File: src/rtl/h14tx_timings_pkg.sv
// Shared types for the h14tx raster timing tracker.
// Lock FSM states and the width of the matched-frame counter.
package h14tx_timings_pkg;

    typedef enum logic [1:0] {
        ST_SEARCH  = 2'd0,
        ST_ACQUIRE = 2'd1,
        ST_LOCKED  = 2'd2
    } lock_state_t;

    localparam int MatchW = 4;

endpackage

File: src/rtl/h14tx_sync_edge.sv
// Registers one sync input and flags its rising edge.
// The rise pulse compares the live input with the registered level.
module h14tx_sync_edge (
    input  logic clk,
    input  logic rst_n,
    input  logic i_sync,
    output logic o_level,
    output logic o_rise
);

    logic r_q;

    always_ff @(posedge clk) begin
        if (!rst_n) begin
            r_q <= 1'b0;
        end else begin
            r_q <= i_sync;
        end
    end

    assign o_level = r_q;
    assign o_rise  = i_sync & ~r_q;

endmodule

File: src/rtl/h14tx_timings_tracker.sv
// Measures an incoming hsync/vsync/de raster and reports its
// line/frame geometry plus a lock flag once it has been stable.
module h14tx_timings_tracker
    import h14tx_timings_pkg::*;
#(
    parameter int BitWidth   = 11,
    parameter int BitHeight  = 10,
    parameter int LockFrames = 2
) (
    input  logic                 clk,
    input  logic                 rst_n,
    input  logic                 hsync,
    input  logic                 vsync,
    input  logic                 de,
    output logic [BitWidth-1:0]  x,
    output logic [BitHeight-1:0] y,
    output logic [BitWidth-1:0]  h_total,
    output logic [BitHeight-1:0] v_total,
    output logic [BitWidth-1:0]  h_active,
    output logic [BitHeight-1:0] v_active,
    output logic                 locked,
    output logic                 frame_start
);

    localparam logic [MatchW-1:0] LockCnt = MatchW'(LockFrames);

    logic w_hrise;
    logic w_vrise;
    logic w_unused_hs_q;
    logic w_unused_vs_q;

    h14tx_sync_edge u_hs (
        .clk     (clk),
        .rst_n   (rst_n),
        .i_sync  (hsync),
        .o_level (w_unused_hs_q),
        .o_rise  (w_hrise)
    );

    h14tx_sync_edge u_vs (
        .clk     (clk),
        .rst_n   (rst_n),
        .i_sync  (vsync),
        .o_level (w_unused_vs_q),
        .o_rise  (w_vrise)
    );

    logic [BitWidth-1:0]  r_x;
    logic [BitWidth-1:0]  r_de_cnt;
    logic [BitWidth-1:0]  r_h_total;
    logic [BitWidth-1:0]  r_h_active;
    logic                 r_line_ovf;
    logic                 r_seen_h;
    logic [BitHeight-1:0] r_y;
    logic [BitHeight-1:0] r_act_cnt;
    logic [BitHeight-1:0] r_v_total;
    logic [BitHeight-1:0] r_v_active;
    logic                 r_seen_v;
    logic                 r_frame_bad;
    logic                 r_frame_mism;
    logic                 r_frame_start;
    lock_state_t          r_state;
    logic [MatchW-1:0]    r_match;
    logic                 r_locked;

    logic                 w_x_max;
    logic                 w_y_max;
    logic                 w_line_ovf;
    logic                 w_hcap;
    logic [BitWidth-1:0]  w_h_new;
    logic                 w_h_diff;
    logic                 w_line_act;
    logic [BitHeight-1:0] w_act_inc;
    logic [BitHeight-1:0] w_v_new;
    logic                 w_bad;
    logic                 w_mism;
    logic                 w_frame_ok;
    logic                 w_timeout;
    logic [MatchW-1:0]    w_match_inc;

    assign w_x_max     = (r_x == '1);
    assign w_y_max     = (r_y == '1);
    assign w_line_ovf  = r_line_ovf | w_x_max;
    assign w_hcap      = w_hrise & r_seen_h & ~w_line_ovf;
    assign w_h_new     = r_x + 1'b1;
    assign w_h_diff    = w_hcap & (w_h_new != r_h_total);
    assign w_line_act  = w_hrise & r_seen_h & (r_de_cnt != '0);
    assign w_act_inc   = (w_line_act && r_act_cnt != '1) ? r_act_cnt + 1'b1 : r_act_cnt;
    assign w_v_new     = r_y + 1'b1;
    // Same-cycle hrise events still belong to the frame that vrise closes
    assign w_bad       = r_frame_bad | (w_hrise & r_seen_h & w_line_ovf) | w_y_max;
    assign w_mism      = r_frame_mism | w_h_diff;
    assign w_frame_ok  = ~w_bad & ~w_mism & (w_v_new == r_v_total);
    assign w_timeout   = (w_x_max & ~w_hrise) | (w_y_max & ~w_vrise);
    assign w_match_inc = r_match + 1'b1;

    always_ff @(posedge clk) begin
        if (!rst_n) begin
            r_x        <= '0;
            r_de_cnt   <= '0;
            r_h_total  <= '0;
            r_h_active <= '0;
            r_line_ovf <= 1'b0;
            r_seen_h   <= 1'b0;
        end else begin
            if (w_hrise) begin
                r_x        <= '0;
                r_line_ovf <= 1'b0;
                r_seen_h   <= 1'b1;
                r_de_cnt   <= {{(BitWidth-1){1'b0}}, de};
            end else begin
                if (!w_x_max) r_x <= r_x + 1'b1;
                else          r_line_ovf <= 1'b1;
                if (de && r_de_cnt != '1) r_de_cnt <= r_de_cnt + 1'b1;
            end
            if (w_hcap)     r_h_total  <= w_h_new;
            if (w_line_act) r_h_active <= r_de_cnt;
        end
    end

    always_ff @(posedge clk) begin
        if (!rst_n) begin
            r_y           <= '0;
            r_act_cnt     <= '0;
            r_v_total     <= '0;
            r_v_active    <= '0;
            r_seen_v      <= 1'b0;
            r_frame_bad   <= 1'b0;
            r_frame_mism  <= 1'b0;
            r_frame_start <= 1'b0;
        end else begin
            r_frame_start <= w_vrise;
            if (w_vrise) begin
                r_y          <= '0;
                r_seen_v     <= 1'b1;
                r_act_cnt    <= '0;
                r_frame_bad  <= 1'b0;
                r_frame_mism <= 1'b0;
                if (r_seen_v) begin
                    r_v_total  <= w_v_new;
                    r_v_active <= w_act_inc;
                end
            end else begin
                if (w_hrise && !w_y_max) r_y <= r_y + 1'b1;
                r_act_cnt    <= w_act_inc;
                r_frame_bad  <= w_bad;
                r_frame_mism <= w_mism;
            end
        end
    end

    always_ff @(posedge clk) begin
        if (!rst_n) begin
            r_state  <= ST_SEARCH;
            r_match  <= '0;
            r_locked <= 1'b0;
        end else if (w_timeout) begin
            r_state  <= ST_SEARCH;
            r_match  <= '0;
            r_locked <= 1'b0;
        end else begin
            unique case (r_state)
                ST_SEARCH: begin
                    if (w_vrise) r_state <= ST_ACQUIRE;
                end
                ST_ACQUIRE: begin
                    if (w_vrise) begin
                        if (!w_frame_ok) begin
                            r_match <= '0;
                        end else if (w_match_inc == LockCnt) begin
                            r_state  <= ST_LOCKED;
                            r_locked <= 1'b1;
                            r_match  <= w_match_inc;
                        end else begin
                            r_match <= w_match_inc;
                        end
                    end
                end
                ST_LOCKED: begin
                    if (w_h_diff || (w_vrise && !w_frame_ok)) begin
                        r_state  <= ST_ACQUIRE;
                        r_match  <= '0;
                        r_locked <= 1'b0;
                    end
                end
                default: begin
                    r_state  <= ST_SEARCH;
                    r_match  <= '0;
                    r_locked <= 1'b0;
                end
            endcase
        end
    end

    assign x           = r_x;
    assign y           = r_y;
    assign h_total     = r_h_total;
    assign v_total     = r_v_total;
    assign h_active    = r_h_active;
    assign v_active    = r_v_active;
    assign locked      = r_locked;
    assign frame_start = r_frame_start;

endmodule
File: config.mk
export PLATFORM = sky130hd
export DESIGN_NAME = h14tx_timings_tracker
export DESIGN_NICKNAME = d
export VERILOG_FILES = /design/src/rtl/h14tx_timings_pkg.sv /design/src/rtl/h14tx_sync_edge.sv /design/src/rtl/h14tx_timings_tracker.sv
export SDC_FILE = /design/constraint.sdc
export NUM_CORES = 1
export LEC_CHECK = 0
export BUFFER_PORTS_ARGS = -buffer_cell sky130_fd_sc_hd__buf_2
export CORE_MARGIN = 3
export CORE_UTILIZATION = 39
export CTS_CLUSTER_DIAMETER = 50
export DETAILED_ROUTE_END_ITERATION = 16
export HOLD_SLACK_MARGIN = 0.15
export PLACE_DENSITY_LB_ADDON = 0.08
export SLEW_MARGIN = 25
export SYNTH_ARGS = -nofsm -noshare
export SYNTH_HDL_FRONTEND = slang
export SYNTH_SLANG_ARGS = --single-unit
File: constraint.sdc
create_clock -name clk -period 2.4 [get_ports clk]
set_input_delay 0.36 -clock clk [delete_from_list [all_inputs] [get_ports clk]]
set_output_delay 0.36 -clock clk [all_outputs]
set_load 0.02 [all_outputs]
After elaboration in Yosys (flattened, before gate mapping). Cells that the tools add are included.

Word-level logic and storage cells: 99. Output and inout port bits: 65. Flip-flop bits (word level): 99.

Add/subtract/negate cells: 5. Reduce and logical (&&, ||, !) cells: 17. Bitwise logic cells: 25. Equality and inequality tests: 14. Multiplexer cells: 18.

Operator list (count): $add 11x1->11 const B (2); $add 10x1->10 const B (2); $mux 4 (3); $pmux 4 s3 (1); $and 1x1->1 (11); $eq 11x11->1 const B (1); $ne 11x11->1 (1); $ne 11x11->1 const B (1); $reduce_bool 11->1 (1); $eq 10x10->1 (1); $eq 10x10->1 const B (1); $mux 10 (1); $mux 2 (5); $ne 10x10->1 const B (1); $ne 2x2->1 const B (5); $reduce_and 5->1 (2); $not 1->1 (9); $mux 1 (6); $pmux 2 s3 (1); $reduce_or 2->1 (3); $or 1x1->1 (5); $add 4x1->4 const B (1); $eq 4x2->1 const B (1); $logic_and 1x1->1 (4); other kinds (9) (10).

Logic depth before layout (Yosys ltp). Gate-level depths: netlist (run 1).

Word-level depth: 14. Depth in mapped cells: 9.

Modules after synthesis. Synthesis (run 1) repeated with hierarchy kept, for this count alone.

Cells, all modules: 518. Area total of the unflattened synthesis: 4600.7 um^2.

Modules (own cells, without submodules): h14tx_timings_tracker (cells an instance 512, area an instance 4520.6 um^2, times used 1, seq. area each 1941.9 um^2); h14tx_sync_edge (cells an instance 3, area an instance 40.0 um^2, times used 2, seq. area each 20.0 um^2).

Worst setup path after synthesis (run 1). Ideal clock, no wire load.

Path kind: flip-flop to flip-flop. Start point: register r_x[0] (netlist: x[0]). End point: register r_state[0]. Stages on the path, launching flop included: 9. Arrival time: 2.590 ns. Path slack: -0.308 ns. Path through: dfxtp_1 -> ha_1 -> nand3_2 -> nor3_2 -> o221ai_1 -> or4b_4 -> o21ai_4 -> o2111ai_1 -> a32o_1.

Longest elaborated chain between the ends: 14. Elaborated cells on any way between the ends: 24.

RTL lines: start: declaration (RTL line h14tx_timings_tracker.sv:48) `logic [BitWidth-1:0] r_x;`; start signal: assignment (RTL line h14tx_timings_tracker.sv:112) `if (!w_x_max) r_x <= r_x + 1'b1;`; parallel branches: the longest is 14 deep, another holds $add 11x1->11; end signal: assignment (RTL line h14tx_timings_tracker.sv:171) `r_state <= ST_LOCKED;`; end signal: assignment (RTL line h14tx_timings_tracker.sv:181) `r_state <= ST_ACQUIRE;`; end signal: assignment (RTL line h14tx_timings_tracker.sv:187) `r_state <= ST_SEARCH;`; end: declaration (RTL line h14tx_timings_tracker.sv:62) `lock_state_t r_state;`.

Parallel ways; which one is timed is not known. A chain may end at the register's enable or synchronous reset.

Final worst setup path (run 1).
Start point: register r_x[0] (netlist: x[0]). End point: register r_match[1].

Elaborated cells on any way between the ends: 26.

RTL lines: $add 11x1->11 * (RTL line h14tx_timings_tracker.sv:85) `assign w_h_new = r_x + 1'b1;`; named net w_h_new[1] (RTL line h14tx_timings_tracker.sv:70) `logic [BitWidth-1:0] w_h_new;`; $ne 11x11->1 * (RTL line h14tx_timings_tracker.sv:86) `assign w_h_diff = w_hcap & (w_h_new != r_h_total);`; $and 1x1->1 * (RTL line h14tx_timings_tracker.sv:86); $or 1x1->1 (RTL line h14tx_timings_tracker.sv:92) `assign w_mism = r_frame_mism | w_h_diff;`; $not 1->1 (RTL line h14tx_timings_tracker.sv:93) `assign w_frame_ok = ~w_bad & ~w_mism & (w_v_new == r_v_total);`; $and 1x1->1 (2 in a row) (RTL line h14tx_timings_tracker.sv:93); $logic_not 1->1 (RTL line h14tx_timings_tracker.sv:180) `if (w_h_diff || (w_vrise && !w_frame_ok)) begin`; $logic_and 1x1->1 (RTL line h14tx_timings_tracker.sv:180); $logic_or 1x1->1 (RTL line h14tx_timings_tracker.sv:180); $ne 2x2->1 (no source line); $reduce_and 3->1 (no source line); end signal: assignment (RTL line h14tx_timings_tracker.sv:173) `r_match <= w_match_inc;`; end signal: assignment (RTL line h14tx_timings_tracker.sv:175) `r_match <= w_match_inc;`; end: declaration (RTL line h14tx_timings_tracker.sv:63) `logic [MatchW-1:0] r_match;`.

The timed path passes the listed nets; every way through them passes the cells marked *. The select of a mux whose other input is x is not followed.

==> impl_metrics.env, run 1 <==
export IMPL_slew_violations=0
export IMPL_worstSetupStartpointType="flop"
export IMPL_grt_pass1_wl_mm=18.73
export IMPL_yosys_warnings=0
export IMPL_hold_viol=0
export IMPL_fin_tns_setup_ns=0
export IMPL_diodes=0
export IMPL_wl_per_cell_um=14.44
export IMPL_wl_mm=11.68
export IMPL_dp_hpwl_mm=8.361
export IMPL_drv_cap=0
export IMPL_fp_dieH_um=117.3
export IMPL_synth_xor_area_share_pct=10.55
export IMPL_holdPathEnd="u_vs.o_level"
export IMPL_mostFrequentLayoutCells="dfxtp_1 (93), buf_2 (69), nand2_1 (56), nor2_1 (45), buf_4 (43)"
export IMPL_layout_min_cycle_time_ns=2.354
export IMPL_use_met2_pct=27.19
export IMPL_r2r_cells=9
export IMPL_cts_buffers=9
export IMPL_core_area_um2=12060
export IMPL_worstMarginPinSlew_ns=0.6216
export IMPL_hold_path_class="in2reg"
export IMPL_synth_nets=552
export IMPL_fin_util_pct=49.76
export IMPL_clk_latency_ns=0.35
export IMPL_synthArstFlopShare_pct=0
export IMPL_synth_edf_count=0
export IMPL_area_delta_synth_final_pct=24.34
export IMPL_pre_cts_slack_ns=-0.1211
export IMPL_status="complete, no violations"
export IMPL_rows=40
export IMPL_ys_ff_latch=99
export IMPL_drtAntennaViolNets=0
export IMPL_crit_type="reg2reg"
export IMPL_syn_avg_cell_area_um2=8.939
export IMPL_synth_compound_area_share_pct=16.64
export IMPL_drc=0
export IMPL_arrival_ns=2.63
export IMPL_start_util_pct=40.02
export IMPL_grt_start_max_net_pins=50
export IMPL_yosys_area_share_simple_pct=23.12
export IMPL_hold_depth=3
export IMPL_synthCells=540
export IMPL_first_global_vias=3852
export IMPL_crit_fanout=3
export IMPL_pwr_density_cell_nw_per_um2=600.9
export IMPL_gp_congestion=0.8718
export IMPL_r2r_start="x[0]"
export IMPL_synth_mux_area_share_pct=3.110
export IMPL_layout_nets=648
export IMPL_period_share_pct=98.07
export IMPL_path_clk_slew_ns=0.06
export IMPL_end_kind="flop"
export IMPL_met1_usage_pct=23.59
export IMPL_ir_worst_vdd_mv=0.2694
export IMPL_max_freq_mhz=424.9
export IMPL_relSlewSlack_pct=58.37
export IMPL_synth_yosys_seq_area_share_pct=41.06
export IMPL_dieArea_um2=13750
export IMPL_power_total_mw=3.607
export IMPL_use_met3_pct=2.776
export IMPL_routed_via_density=5.087
export IMPL_synth_fa_ha_area_share_pct=1.814
export IMPL_max_clock_path_buffers=2
export IMPL_ys_types=59
export IMPL_cts_tree="built"
export IMPL_htreeDepth=3
export IMPL_worstHoldStart="vsync"
export IMPL_antenna_found_initial=0
export IMPL_finClkSkew_ns=0.005348
export IMPL_first_iter_violations=223
export IMPL_synthesis_area_um2=4827
export IMPL_root_buffer="clkbuf_16"
export IMPL_cts_sinks=99
export IMPL_p_leak_nw=2.656
export IMPL_final_common_cell="dfxtp_1"
export IMPL_grtUsageTotal_pct=17.37
export IMPL_io_pins=70
export IMPL_grt_overflow=0
export IMPL_synth_top_family_by_area="simple AND/OR/NAND/NOR gates"
export IMPL_portBuffers=69
export IMPL_required_ns=2.68
export IMPL_drt_pass1_iterations=4
export IMPL_rsz0062_at_grt="yes"
export IMPL_top_usage_layer="met2"
export IMPL_synth_flop_cell="dfxtp_1"
export IMPL_dieWidth_um=117.3
export IMPL_layout_drive_gt1_share_pct=24.65
export IMPL_r2r_slack_ns=0.05
export IMPL_vias=4115
export IMPL_postLayoutSetupSlackWorst_ns=0.04642
export IMPL_r2r_end="r_match[1]"
export IMPL_setup_viol=0
-- critical path, cell delays in order, from the launching register on --
cell,delay (ns)
dfxtp_4,0.35
ha_4,0.24
xor2_2,0.14
a311oi_2,0.25
o221ai_2,0.14
or4b_4,0.53
o31ai_2,0.21
buf_4,0.17
nand3_1,0.09
o22ai_1,0.16
-- routing by layer --
metal  share of wire (%)  routed length (µm)
met1                  49                5726
met2                  46                5363
met3                 3.1                 358
met4                 2.0                 229
met5                   0                   0
-- power breakdown --
part / internal, mW / total (mW) / leakage (nW) / switching [mW]
clock network: 0.895 / 1.53 / 0.152 / 0.631
logic: 0.148 / 0.356 / 1.70 / 0.207
registers: 1.69 / 1.73 / 0.806 / 0.0392
-- synth_stat cells, drive strengths merged, types with 4 or more instances --
master	instances	area share, %
o211a	29	6.0
o21ai	15	1.8
nor3	8	0.93
nand3	27	2.9
a31oi	4	0.52
buf	8	0.91
nand2b	9	1.2
or3	8	1.0
inv	16	1.2
dfxtp	99	41
xnor2	23	4.3
nor2	46	3.6
and2	6	0.78
xor2	21	3.8
nand4	15	1.9
and4	5	0.91
nor2b	19	2.5
a21oi	26	2.7
ha	7	1.8
and3	7	0.91
clkbuf	20	1.6
o211ai	4	0.62
nand2	57	4.5
mux2i	15	3.1
-- stage by stage --
step / hold WS [ns] / instances / instance area [µm²]
CTS: 0.2248 / 808 / 5944
detailed placement: 0.4412 / 790 / 5590
finish: 0.2399 / 809 / 6002
global placement: 0.4330 / 790 / 5590
floorplan: 0.4167 / 540 / 4841
global route: 0.2476 / 809 / 6002
-- sequential cells by signal, indices dropped and copies added (netlist names), 2 cells and up --
name       count
r_de_cnt      11
v_total       10
h_active      11
r_state        2
h_total       11
r_match        4
r_act_cnt     10
x             11
y             10
v_active      10
-- worst max path at each step --
stage	start	to	slack [ns]	cells past startpoint
after global routing	x[0]	r_state[0]	-0.08	8
after floorplan	x[1]	r_state[0]	-0.09	8
after detailed placement	x[0]	r_match[1]	-0.12	9
after CTS	x[0]	r_state[1]	-0.09	9
after global placement	x[0]	r_match[1]	-0.01	9
final	x[0]	r_match[1]	0.05	9
-- kinds of logic after synthesis --
family	after synthesis
fa+ha+maj	7
simple gates	219
xor+xnor	49
mux	15
buf+inv	44
compound gates	107
flops	99
-- final cells by class --
cell class                      count  area [µm²]
Clock buffer                       13       270.3
Tap cell                          168       210.2
Clock inverter                      3       43.79
Fill cell                        1182        6060
Multi-Input combinational cell    397        2746
Inverter                           16       60.06
Sequential cell                    99        1992
Timing Repair Buffer              113       679.4
-- what timing repair did --
action	in CTS	in global routing
setup endpoints to repair	7	8
setup buffers	2	1
resized for setup	4	13
pin swaps	7	4
hold buffers	0	0
Note: power is estimated with default switching activity, not from simulation.
==> inputs of run 2 (changes only) <==
--- a/config.mk
+++ b/config.mk
@@ -6,7 +6,9 @@
 export NUM_CORES = 1
 export LEC_CHECK = 0
 export BUFFER_PORTS_ARGS = -buffer_cell sky130_fd_sc_hd__buf_2
-export CORE_MARGIN = 3
+export CELL_PAD_IN_SITES_DETAIL_PLACEMENT = 0
+export CELL_PAD_IN_SITES_GLOBAL_PLACEMENT = 1
+export CORE_MARGIN = 2
 export CORE_UTILIZATION = 39
 export CTS_CLUSTER_DIAMETER = 50
 export DETAILED_ROUTE_END_ITERATION = 16
==> run 2 against run 1 <==
Against the previous run: global-route usage rose by 0.96 points; register-to-register slack barely moved; die area fell by 3.4%; final area fell by 0.52%; cell count fell by 0.37%; flip-flop and latch count did not move; utilization fell by 0.26 points; routed wire length rose by 0.91%; worst setup slack improved by 0.0098 ns; first-iteration DRC count fell by 9.4%; largest power group unchanged.
==> impl_metrics.env, run 2 (synthesis gave the netlist of run 1 again) <==
export IMPL_status="complete, no violations"
export IMPL_mostFrequentLayoutCells="dfxtp_1 (92), buf_2 (69), nand2_1 (56), nor2_1 (45), buf_4 (40)"
export IMPL_post_cts_buffers=0
export IMPL_relSlewSlack_pct=55.95
export IMPL_fin_util_pct=49.50
export IMPL_fin_cells=806
export IMPL_crit_type="reg2reg"
export IMPL_cts_sinks=99
export IMPL_grt_pass1_wl_mm=19.13
export IMPL_required_ns=2.68
export IMPL_fill_cells=1206
export IMPL_first_global_vias=3825
export IMPL_pwr_density_cell_nw_per_um2=591.8
export IMPL_cts_buffers=9
export IMPL_final_common_cell="dfxtp_1"
export IMPL_antenna_found_initial=0
export IMPL_dieArea_um2=13280
export IMPL_portBuffers=69
export IMPL_worstHoldStart="vsync"
export IMPL_clk_latency_ns=0.35
export IMPL_p_leak_nw=2.641
export IMPL_crit_fanout=3
export IMPL_setup_viol=0
export IMPL_layout_min_cycle_time_ns=2.344
export IMPL_arrival_ns=2.62
export IMPL_max_clock_path_buffers=2
export IMPL_crit_start="x[1]"
export IMPL_core_area_um2=12060
export IMPL_htreeDepth=3
export IMPL_end_kind="flop"
export IMPL_r2r_cells=9
export IMPL_grt_start_max_net_pins=50
export IMPL_drv_cap=0
export IMPL_layout_nets=645
export IMPL_fin_area_um2=5971
export IMPL_hold_path_class="in2reg"
export IMPL_r2r_end="r_match[0]"
export IMPL_pre_cts_slack_ns=-0.1498
export IMPL_wl_per_cell_um=14.62
export IMPL_cts_hold_buf=0
export IMPL_worstSetupStartpointType="flop"
export IMPL_drtAntennaViolNets=0
export IMPL_cts_tree="built"
export IMPL_finClkSkew_ns=0.007383
export IMPL_path_clk_slew_ns=0.07
export IMPL_rows=40
export IMPL_fp_dieH_um=115.3
export IMPL_rsz0062_at_grt="yes"
export IMPL_worstMarginPinSlew_ns=0.6577
export IMPL_dp_cells=790
export IMPL_max_freq_mhz=426.7
export IMPL_period_share_pct=97.66
export IMPL_routed_via_density=5.150
export IMPL_start_util_pct=40.02
export IMPL_grt_overflow=0
export IMPL_gp_congestion=0.8165
export IMPL_grtUsageTotal_pct=18.33
export IMPL_dieWidth_um=115.3
export IMPL_hold_viol=0
export IMPL_power_total_mw=3.533
export IMPL_first_iter_violations=202
export IMPL_diodes=0
export IMPL_drt_pass1_iterations=4
export IMPL_r2r_slack_ns=0.06
export IMPL_io_pins=70
export IMPL_root_buffer="clkbuf_16"
export IMPL_r2r_start="x[1]"
export IMPL_placed_area_um2=5590
export IMPL_postLayoutSetupSlackWorst_ns=0.05624
export IMPL_vias=4151
export IMPL_area_delta_synth_final_pct=23.69
export IMPL_crit_path_end="r_match[0]"
export IMPL_layout_drive_gt1_share_pct=24.45
export IMPL_ir_worst_vdd_mv=0.3474
export IMPL_slew_violations=0
export IMPL_dp_hpwl_mm=8.367
export IMPL_drc=0
export IMPL_wl_mm=11.78
[run 2: per-stage QoR]
step,hold WS (ns),TNS (ns)
global placement,0.4322,-0.01410
floorplan,0.4167,-0.09308
global route,0.2649,-0.1829
CTS,0.2375,-0.2306
finish,0.2482,0
detailed placement,0.4458,-0.5779
[run 2: repair_timing]
item,4_1_cts,5_1_grt
pin swaps,9,6
gates resized for setup,4,17
setup endpoints to repair,7,13
[run 2: cell type report]
class                           instances  area, µm²  share of cell area, %
Multi-Input combinational cell        397       2764                  46.29
Sequential cell                        99       1993                  33.38
Timing Repair Buffer                  110      656.9                  11.00
Clock buffer                           11      232.7                  3.898
Tap cell                              168      210.2                  3.521
Inverter                               16      60.06                  1.006
Clock inverter                          5      53.80                 0.9011
[run 2: worst min-delay path by stage]
stage	slack, ns	end	cells past startpoint
finish	0.25	u_vs.o_level	3
global route	0.26	u_vs.o_level	3
CTS	0.24	u_vs.o_level	3
detailed placement	0.45	frame_start	1
global placement	0.43	frame_start	1
floorplan	0.42	frame_start	1
[run 2: critical path: stages, from the launching register on]
cell      delay, ns
dfxtp_2        0.33
ha_4           0.23
xor2_1         0.14
a311oi_2       0.24
o221ai_1       0.17
or4b_4         0.54
o31ai_2        0.21
buf_4          0.16
nand3_1        0.09
mux2i_1        0.16
[run 2: metal layers]
metal / vias to the layer above / GRT usage [%] / part of all wire [%]
li1: 2110 / - / -
met1: 1968 / 25.87 / 52
met2: 63 / 28.04 / 44
met3: 10 / 3.268 / 3.2
met4: 0 / 6.747 / 1.5
met5: - / 0 / 0
[run 2: power by group]
| part | internal [mW] | switching (mW) |
|---|---|---|
| logic | 0.146 | 0.205 |
| registers | 1.69 | 0.0396 |
| clock network | 0.807 | 0.650 |
| total | 2.64 | 0.895 |
==> inputs of run 3 (changes only) <==
--- a/config.mk
+++ b/config.mk
@@ -12,8 +12,9 @@
 export CORE_UTILIZATION = 39
 export CTS_CLUSTER_DIAMETER = 50
 export DETAILED_ROUTE_END_ITERATION = 16
+export GPL_TIMING_DRIVEN = 0
 export HOLD_SLACK_MARGIN = 0.15
-export PLACE_DENSITY_LB_ADDON = 0.08
+export PLACE_DENSITY = 0.85
 export SLEW_MARGIN = 25
 export SYNTH_ARGS = -nofsm -noshare
 export SYNTH_HDL_FRONTEND = slang
==> run 3 against run 2 <==
Against the previous run: the flow now finishes with violations (negative setup slack); hold slack improved by 0.011 ns; routed wire length grew 3.6%; largest power group unchanged; via count up 2.5%; largest cell class unchanged; flip-flop and latch count did not move; clock power shrank 6%; register-to-register slack got worse by 0.12 ns; cell count shrank 0.87%; highest routed layer unchanged.
==> impl_metrics.env, run 3 (synthesis gave the netlist of run 1 again) <==
export IMPL_status="complete, but fails checks"
export IMPL_violations="negative setup slack"
export IMPL_end_kind="flop"
export IMPL_cts_tree="built"
export IMPL_max_stage_delay_ns=0.54
export IMPL_diodes=0
export IMPL_gp_congestion=0.8889
export IMPL_power_total_mw=3.461
export IMPL_max_clock_path_buffers=2
export IMPL_cts_sinks=99
export IMPL_drv_cap=0
export IMPL_layout_min_cycle_time_ns=2.465
export IMPL_intPower_mw=2.594
export IMPL_pre_cts_slack_ns=-0.4610
export IMPL_critPathBufInv=0
export IMPL_worstSetupStartpointType="flop"
export IMPL_antenna_found_initial=0
export IMPL_start_util_pct=40.02
export IMPL_mostFrequentLayoutCells="dfxtp_1 (92), buf_2 (72), nand2_1 (56), nor2_1 (45), o211a_1 (29)"
export IMPL_r2r_start="x[1]"
export IMPL_cts_buffers=9
export IMPL_wl_per_cell_um=15.28
export IMPL_hold_viol=0
export IMPL_clk_latency_ns=0.34
export IMPL_drc=0
export IMPL_vias=4254
export IMPL_clkPwrFrac_pct=39.6
export IMPL_fin_util_pct=48.88
export IMPL_crit_type="reg2reg"
export IMPL_fill_cells=1152
export IMPL_cp_slowest_cell="or4b_4"
export IMPL_fin_tns_setup_ns=-0.1507
export IMPL_worstHoldStart="hsync"
export IMPL_max_freq_mhz=405.7
export IMPL_dieArea_um2=13280
export IMPL_ir_worst_vdd_mv=0.2963
export IMPL_rows=40
export IMPL_crit_start="x[1]"
export IMPL_final_common_cell="dfxtp_1"
export IMPL_first_iter_violations=181
export IMPL_rsz0062_at_grt="yes"
export IMPL_layout_nets=638
export IMPL_crit_family="compound AO/OA/AOI/OAI gates"
export IMPL_drtAntennaViolNets=0
export IMPL_dp_hpwl_mm=8.751
export IMPL_setup_viol=4
export IMPL_grt_pass1_wl_mm=19.53
export IMPL_required_ns=2.64
export IMPL_dieWidth_um=115.3
export IMPL_path_clk_slew_ns=0.07
export IMPL_fp_dieH_um=115.3
export IMPL_comb_power_share_pct=10.5
export IMPL_crit_path_cell_trace="ha_4 > xor2_2 > a311oi_2 > o221ai_2 > or4b_4 > o21ai_4 > o2111ai_2 > a32o_1"
export IMPL_grtUsageTotal_pct=18.57
export IMPL_whs_ns=0.2593
export IMPL_hold_path_class="in2reg"
export IMPL_finClkSkew_ns=0.006174
export IMPL_arrival_ns=2.70
export IMPL_portBuffers=69
export IMPL_root_buffer="clkbuf_16"
export IMPL_htreeDepth=3
export IMPL_slew_violations=0
export IMPL_wl_mm=12.21
export IMPL_period_share_pct=102.7
export IMPL_layout_drive_gt1_share_pct=21.55
export IMPL_crit_fanout=5
export IMPL_pwr_density_cell_nw_per_um2=587.0
export IMPL_io_pins=70
export IMPL_first_global_vias=3975
export IMPL_core_area_um2=12060
export IMPL_routed_via_density=5.324
export IMPL_postLayoutSetupSlackWorst_ns=-0.06482
export IMPL_switching_share_pct=25.06
export IMPL_switchingPower_mw=0.8672
export IMPL_grt_start_max_net_pins=15
export IMPL_worstMarginPinSlew_ns=0.7007
export IMPL_area_delta_synth_final_pct=22.14
export IMPL_drt_pass1_iterations=4
export IMPL_p_leak_nw=2.548
export IMPL_power_frac_seq_pct=49.9
export IMPL_relSlewSlack_pct=53.07
export IMPL_grt_overflow=0
run 3: changes by cell type in the layout (fill, tap and decap cells not counted), sizes merged:
cell      previous run  this run
clkbuf              11        33
buf                110        85
bufinv               1         0
clkinv               4         0
clkinvlp             0         1
run 3: stage by stage:
stage               cells  area (µm²)
floorplan             540        4841
global placement      777        5396
detailed placement    777        5396
CTS                   797        5777
global route          799        5896
finish                799        5896
run 3: worst register-to-register path, cell delays in order (launching register included):
cell and delay (ns):
dfxtp_4 0.36, ha_4 0.25, xor2_2 0.14, a311oi_2 0.26, o221ai_2 0.16, or4b_4 0.54, o21ai_4 0.22, o2111ai_2 0.15
a32o_1 0.29
run 3: layout make-up:
type	instances	area, µm²	area share [%]
well taps	168	210.2	3.565
clock inverters	1	7.507	0.1273
repair buffers	78	429.2	7.279
clock buffers	15	267.8	4.542
inverters	16	60.06	1.019
plain buffers	25	120.1	2.037
multi-input cells	397	2803	47.54
flip-flops and latches	99	1998	33.89
run 3: worst paths after layout:
kind                                     end  cells after the start  slack (ns)
worst max-delay path              r_state[0]                      8       -0.06
worst min-delay path            u_hs.o_level                      2        0.26
worst max register to register    r_state[0]                      8       -0.06
worst min register to register   frame_start                      1        0.47
run 3: per-layer routing:
metal / up-vias / global-route usage, % / wire length (µm)
met5: - / 0 / 0
met4: 0 / 6.265 / 237
met1: 2039 / 24.78 / 5730
met2: 97 / 30.31 / 5768
li1: 2099 / - / -
met3: 19 / 3.426 / 473
run 3: power by group through the flow:
| stage | clock [mW] | combinational, mW | sequential (mW) |
|---|---|---|---|
| 6_report | 1.37 | 0.364 | 1.73 |
| 5_1_grt | 1.48 | 0.395 | 1.73 |
| 3_3_place_gp | 0 | 0.320 | 1.76 |
| 4_1_cts | 1.39 | 0.352 | 1.73 |
| 3_5_place_dp | 0 | 0.325 | 1.77 |
| 2_1_floorplan | 0 | 0.185 | 1.80 |
run 3: repair_timing:
action / in CTS / in global routing
setup buffers: 6 / 3
endpoints found under the setup margin: 29 / 19
pin swaps: 10 / 10
hold buffers: 0 / 0
resized for setup: 12 / 26
